`src/rtl/jzjpcc_mmio_if.sv`:
```
// Data-side memory bus between the CPU core and the MMIO register block.
// Single-cycle request, load response exactly one cycle later, no backpressure.
interface jzjpcc_mmio_if;
  logic        memRequest;
  logic        memWriteEnable;
  logic [31:2] memAddress;
  logic [3:0]  memByteEnable;
  logic [31:0] memWriteData;
  logic [31:0] memReadData;
  logic        memReadValid;

  modport master (
    output memRequest, memWriteEnable, memAddress, memByteEnable, memWriteData,
    input  memReadData, memReadValid
  );

  modport slave (
    input  memRequest, memWriteEnable, memAddress, memByteEnable, memWriteData,
    output memReadData, memReadValid
  );
endinterface

```
`src/rtl/jzjpcc_mmio.sv`:
```
// MMIO block: 32-bit GPIO port A (out/in/dir) and a compare-match timer behind an
// 8-word register window. Loads answer one cycle later; stores take effect at the edge.
module jzjpcc_mmio #(
  parameter logic [31:0] MMIO_BASE   = 32'hFFFFFFE0,
  parameter int unsigned SYNC_STAGES = 2  // must be >= 2
) (
  input  logic                 clock,
  input  logic                 reset,
  jzjpcc_mmio_if.slave         bus,
  input  logic [31:0]          portAIn,
  output logic [31:0]          portAOut,
  output logic [31:0]          portADir,
  output logic                 timerIrq
);

  function automatic logic [31:0] merge_bytes(input logic [31:0] old_val,
                                              input logic [31:0] new_val,
                                              input logic [3:0]  be);
    logic [31:0] r;
    r = old_val;
    for (int i = 0; i < 4; i++) begin
      if (be[i]) r[8*i +: 8] = new_val[8*i +: 8];
    end
    return r;
  endfunction

  logic [31:0] porta_out_q, porta_out_d;
  logic [31:0] porta_dir_q, porta_dir_d;
  logic [31:0] count_q, count_d;
  logic [31:0] compare_q, compare_d;
  logic        en_q, en_d;
  logic        irq_en_q, irq_en_d;
  logic        flag_q, flag_d;
  logic        rd_valid_q, rd_valid_d;
  logic [31:0] rd_data_q, rd_data_d;
  logic [SYNC_STAGES-1:0][31:0] sync_q;

  logic        sel, wr, rd, match;
  logic [2:0]  offset;
  logic [31:0] rd_mux;

  assign sel    = bus.memRequest && (bus.memAddress[31:5] == MMIO_BASE[31:5]);
  assign wr     = sel && bus.memWriteEnable;
  assign rd     = sel && !bus.memWriteEnable;
  assign offset = bus.memAddress[4:2];
  assign match  = en_q && (count_q == compare_q);

  always_comb begin
    rd_mux = 32'd0;
    case (offset)
      3'd0:    rd_mux = porta_out_q;
      3'd1:    rd_mux = sync_q[SYNC_STAGES-1];
      3'd2:    rd_mux = porta_dir_q;
      3'd3:    rd_mux = count_q;
      3'd4:    rd_mux = compare_q;
      3'd5:    rd_mux = {29'd0, flag_q, irq_en_q, en_q};
      default: rd_mux = 32'd0;
    endcase
  end

  always_comb begin
    porta_out_d = porta_out_q;
    porta_dir_d = porta_dir_q;
    compare_d   = compare_q;
    en_d        = en_q;
    irq_en_d    = irq_en_q;
    flag_d      = flag_q;
    rd_valid_d  = rd;
    rd_data_d   = rd ? rd_mux : 32'd0;

    if (!en_q) begin
      count_d = count_q;
    end else if (match) begin
      count_d = 32'd0;
    end else begin
      count_d = count_q + 32'd1;
    end

    if (wr) begin
      case (offset)
        3'd0: porta_out_d = merge_bytes(porta_out_q, bus.memWriteData, bus.memByteEnable);
        3'd2: porta_dir_d = merge_bytes(porta_dir_q, bus.memWriteData, bus.memByteEnable);
        // Unwritten lanes keep the value the timer would have produced anyway.
        3'd3: count_d     = merge_bytes(count_d, bus.memWriteData, bus.memByteEnable);
        3'd4: compare_d   = merge_bytes(compare_q, bus.memWriteData, bus.memByteEnable);
        3'd5: begin
          if (bus.memByteEnable[0]) begin
            en_d     = bus.memWriteData[0];
            irq_en_d = bus.memWriteData[1];
            if (bus.memWriteData[2]) flag_d = 1'b0;
          end
        end
        default: ;
      endcase
    end

    // A match in the same cycle as a W1C keeps the flag set.
    if (match) flag_d = 1'b1;
  end

  always_ff @(posedge clock or negedge reset) begin
    if (!reset) begin
      porta_out_q <= 32'd0;
      porta_dir_q <= 32'd0;
      count_q     <= 32'd0;
      compare_q   <= 32'd0;
      en_q        <= 1'b0;
      irq_en_q    <= 1'b0;
      flag_q      <= 1'b0;
      rd_valid_q  <= 1'b0;
      rd_data_q   <= 32'd0;
      sync_q      <= '0;
    end else begin
      porta_out_q <= porta_out_d;
      porta_dir_q <= porta_dir_d;
      count_q     <= count_d;
      compare_q   <= compare_d;
      en_q        <= en_d;
      irq_en_q    <= irq_en_d;
      flag_q      <= flag_d;
      rd_valid_q  <= rd_valid_d;
      rd_data_q   <= rd_data_d;
      sync_q      <= {sync_q[SYNC_STAGES-2:0], portAIn};
    end
  end

  assign bus.memReadValid = rd_valid_q;
  assign bus.memReadData  = rd_data_q;
  assign portAOut         = porta_out_q;
  assign portADir         = porta_dir_q;
  assign timerIrq         = flag_q & irq_en_q;

endmodule
```
`src/flat_wrapper.sv`:
```
// flat-port wrapper written by rule: the top's interface ports become plain ports
module jzjpcc_mmio_flat 
#(
  parameter logic [31:0] MMIO_BASE   = 32'hFFFFFFE0,
  parameter int unsigned SYNC_STAGES = 2                 
)
  (clock, reset, portAIn, portAOut, portADir, timerIrq, bus_memRequest, bus_memWriteEnable, bus_memAddress, bus_memByteEnable, bus_memWriteData, bus_memReadData, bus_memReadValid);
  jzjpcc_mmio_if bus_i ();
  input  logic clock;
  input  logic reset;
  input  logic [31:0] portAIn;
  output logic [31:0] portAOut;
  output logic [31:0] portADir;
  output logic timerIrq;
  input wire logic [$bits(bus_i.memRequest)-1:0] bus_memRequest;
  input wire logic [$bits(bus_i.memWriteEnable)-1:0] bus_memWriteEnable;
  input wire logic [$bits(bus_i.memAddress)-1:0] bus_memAddress;
  input wire logic [$bits(bus_i.memByteEnable)-1:0] bus_memByteEnable;
  input wire logic [$bits(bus_i.memWriteData)-1:0] bus_memWriteData;
  output wire logic [$bits(bus_i.memReadData)-1:0] bus_memReadData;
  output wire logic [$bits(bus_i.memReadValid)-1:0] bus_memReadValid;
  assign bus_i.memRequest = bus_memRequest;
  assign bus_i.memWriteEnable = bus_memWriteEnable;
  assign bus_i.memAddress = bus_memAddress;
  assign bus_i.memByteEnable = bus_memByteEnable;
  assign bus_i.memWriteData = bus_memWriteData;
  assign bus_memReadData = bus_i.memReadData;
  assign bus_memReadValid = bus_i.memReadValid;
  jzjpcc_mmio #(.MMIO_BASE(MMIO_BASE), .SYNC_STAGES(SYNC_STAGES)) u_core (.clock(clock), .reset(reset), .bus(bus_i), .portAIn(portAIn), .portAOut(portAOut), .portADir(portADir), .timerIrq(timerIrq));
endmodule
```
`config.mk`:
```
export PLATFORM = sky130hd
export DESIGN_NAME = jzjpcc_mmio_flat
export DESIGN_NICKNAME = d
export VERILOG_FILES = /design/src/rtl/jzjpcc_mmio_if.sv /design/src/rtl/jzjpcc_mmio.sv /design/src/flat_wrapper.sv
export SDC_FILE = /design/constraint.sdc
export NUM_CORES = 1
export LEC_CHECK = 0
export CAP_MARGIN = 10
export CORE_MARGIN = 2
export CORE_UTILIZATION = 52
export DETAILED_ROUTE_END_ITERATION = 7
export HOLD_SLACK_MARGIN = 0.15
export MAX_ROUTING_LAYER = met4
export PLACE_DENSITY = 0.8
export SLEW_MARGIN = 20
export SYNTH_ARGS = -nofsm -noshare
export SYNTH_HDL_FRONTEND = slang
export SYNTH_SLANG_ARGS = --single-unit
```
`constraint.sdc`:
```
create_clock -name clock -period 3.3 [get_ports clock]
set_clock_uncertainty 0.15 [all_clocks]
set_input_delay 0.495 -clock clock [delete_from_list [all_inputs] [get_ports clock]]
set_output_delay 0.495 -clock clock [all_outputs]
set_load 0.05 [all_outputs]
```
==> results.md <==
- Instance count of the mapped netlist: 836
- DRC violations left: 0
- Global-route wire length before repair: 44,100 µm
- Share of synthesized flip-flops with an asynchronous set or reset: 100%
- Worst setup path start: bus_memAddress[4]
- Mapped Avg Cell Area: 12.1 µm²
- Leading area contributor after synthesis: dfrtp_1
- Final setup violation count: 0
- Part of the cycle the worst path needs: 81.4%
- Number of flops mapped to enable cells by yosys: 0
- Detailed Route Iter0 Violations: 644
- Switching share of power: a little over a fifth
- Final max-slew violation count: 0
- H-tree Lvls: 1
- Leading register cell type out of synthesis: dfrtp_1
- Origin of the worst min-delay path: u_core.sync_q[5]$_DFF_PN0_
- Final Hold Viols: 0
- Detailed placer's ending HPWL: 19,200 µm
- Net switching power figure: 1.30 mW
- Synthesis-stage register bit count: 228
- Share of layout cells above drive strength 1: 16.8%
- Total of buffers placed on input and output ports: 199
- Via count of the routed design: ~7,800
- Worst Path Required: 3550 ps
- CTS sink cnt: 228
- Antenna violations before repair: 1
- Die outline height: 144 µm
- Proportion of power drawn by flip-flops and latches: around 47%
- Total die area: roughly 21,000 µm²
- Yosys warning count: 0
- Data arrival, critical path: 2940 ps
- Synth-to-layout area growth: 30.9%
- Clock network fraction of total power: 47.2%
- Remaining global-route overflow: 0
- Effective utilization at floorplan: 52.6%
- PwrDens: ~450 nW/µm²
- Layout Cells excl Fill: 1,312
- Count of distinct cell types in the synthesized netlist: 48
- Total routing usage reported by global routing: roughly 29%
- Share of Yosys cell area claimed by the top area cell type: 56.3%
- Post-detailed-route wirelength per cell: about 21 µm
- Reg2Reg Launch Point: u_core.count_q[0]$_DFF_PN0_
- Cell internal power dissipation: 4.73 mW
- Count of max-cap constraint violations: 0
- CTS max path bufs: 3
- Minimum clock period after layout: 2690 ps
- Per-cell via count in the routed design: between 5 and 6
- Clock slew seen by the registers of the worst setup and hold paths: 60 ps
- # placed instances: 1,266
- Pre-antenna DRT Iters: 6
- Worst hold path type: flip-flop to flip-flop
- Number of global-route vias before repair: 7,875
- Worst Setup Path Type: input port to flip-flop
- RSZ-0062 raised after global routing: false
- Total Nets Final: ~1,100
- Die X-Extent: about 140 µm
- Weighted congestion at the end of routability-driven global placement: between 0.9 and 1
- Status: finished clean
- Most area-consuming cells after synthesis: dfrtp_1 56%, mux2_2 9.1%, mux2i_1 4.8%, xor2_1 2.9%, mux2_4 2.4%
- Static power due to leakage: between 5 and 6 nW
- Actual transition at the worst max-transition pin: about 620 ps
- Post-synth net total: 939
- Fill cell count: 1,428
- Share of the yosys chip area belonging to registers: 56.3%
- Largest driver fanout on the critical path: 16
- Largest net degree at the start of global routing: 76
- Relative slew slack: roughly 59%
- Total Routed Length: approximately 28,000 µm
- Core Footprint: ~19,000 µm²
- Setup crit end kind: flip-flop
- TritonCTS clock tree: built
- Most common cell after layout, fill and taps aside: dfrtp_1
- Worst supply voltage drop on vdd: approximately 330 µV
- Netlist area before placement: 10,100 µm²
- Number of buffers created by CTS: 24
- Leading cell types in the layout, fill and taps excluded: 228 x dfrtp_1, 196 x clkdlybuf4s50_1, 82 x mux2_2, 62 x nor2_1, 61 x nand2_1
- Clock insertion delay at the later pin of the skew report: 520 ps
- Kind of start point of the critical path: input port
- Row Count: 51
- Setup Total Neg Slack: 0 ps
- Number of top-level pins: 200
- Maximum operating frequency: 372 MHz
- Comb pwr share: 5.6%
- Post-route total power: between 6 and 7 mW
- Remaining number of nets flagged by the antenna check after routing: 0
- CTS Root Buffer Type: clkbuf_16
==> logic make-up after synthesis <==
kind of cell / share of synthesized area, %
XOR/XNOR: 5.18
flip-flops: 56.3
multiplexers: 17.3
adder cells (fa/ha/maj): 0.123
AND/OR/NAND/NOR: 11.7
buffers and inverters: 2.65
AO/OA/AOI/OAI: 6.73
==> power groups by stage <==
stage	clock, mW	combinational [mW]	sequential (mW)
after global routing	2.98	0.363	2.85
after CTS	2.87	0.338	2.85
after global placement	0	0.332	2.90
after floorplan	0	0.0883	2.89
final	2.85	0.336	2.85
after detailed placement	0	0.335	2.90
==> cell usage after synthesis (all sizes together) (18+ instances only) <==
library cell and number:
nor2 62, xor2 33, mux2i 49, dfrtp 228, xnor2 27, a21oi 18, o31ai 22, clkbuf 42
mux2 99, nand2 62, nor4 19, o21ai 18, nand3 18
==> flip-flops by register name (all words and copies together) (netlist names) <==
name and flops:
u_core.bus.memReadData 32, u_core.bus.memReadValid 1, u_core.irq_en_q 1, u_core.flag_q 1, u_core.count_q 32, u_core.compare_q 32
u_core.sync_q 64, u_core.portAOut 32, u_core.en_q 1, u_core.portADir 32
==> final cells by class <==
class / instances / area [µm²] / area share [%]
antenna: 1 / 2.50 / 0.0189
sequential: 228 / 5710 / 43.0
clock buffer: 31 / 668 / 5.04
inverter: 7 / 26.3 / 0.198
timing repair buffer: 223 / 2190 / 16.5
tap: 265 / 332 / 2.50
multi-input combinational: 544 / 4170 / 31.4
clock inverter: 13 / 170 / 1.28
==> critical path, cell delays in order <==
cell	delay, ps
clkdlybuf4s50_1	460
nand4_1	150
nor4_4	360
nand2_2	270
or4_1	820
mux2_2	370
==> per-stage QoR <==
stage / utilization (%) / hold WS, ps / area, µm² / worst slack (ps)
floorplan: - / 49.4 / 10100 / 761
global placement: 64.4 / 181 / 12400 / 155
detailed placement: 64.4 / 185 / 12400 / 66.9
CTS: 68.8 / 198 / 13300 / 596
global route: 68.9 / 203 / 13300 / 493
finish: 68.9 / 196 / 13300 / 612
==> metal layers <==
| layer | vias to the layer above | track usage (%) | wire length (µm) |
|---|---|---|---|
| met1 | 3857 | 37.6 | 11200 |
| met2 | 438 | 45.5 | 13600 |
| li1 | 3389 | - | - |
| met5 | - | - | 0 |
| met4 | 0 | 9.75 | 856 |
| met3 | 79 | 5.26 | 2390 |
==> final timing paths <==
kind / end / depth (start not counted) / slack, ps
setup / recovery: u_core.portADir[30]$_DFFE_PN0P_ / 6 / 610
hold / removal: u_core.sync_q[37]$_DFF_PN0_ / 0 / 200
setup reg to reg: u_core.count_q[26]$_DFF_PN0_ / 6 / 620
hold reg to reg: u_core.sync_q[37]$_DFF_PN0_ / 0 / 200
max in group asynchronous: u_core.bus.memReadData[19]$_DFF_PN0_ / 3 / 1790
min in group asynchronous: u_core.portADir[7]$_DFFE_PN0P_ / 2 / 390
==> timing repair <==
action	4_1_cts	5_1_grt
hold buffers	1	0
resized for setup	0	0
buffers inserted	0	0
hold endpoints to repair	72	0
endpoints found under the setup margin	0	0
No activity file was read; power rests on OpenSTA's default activity.
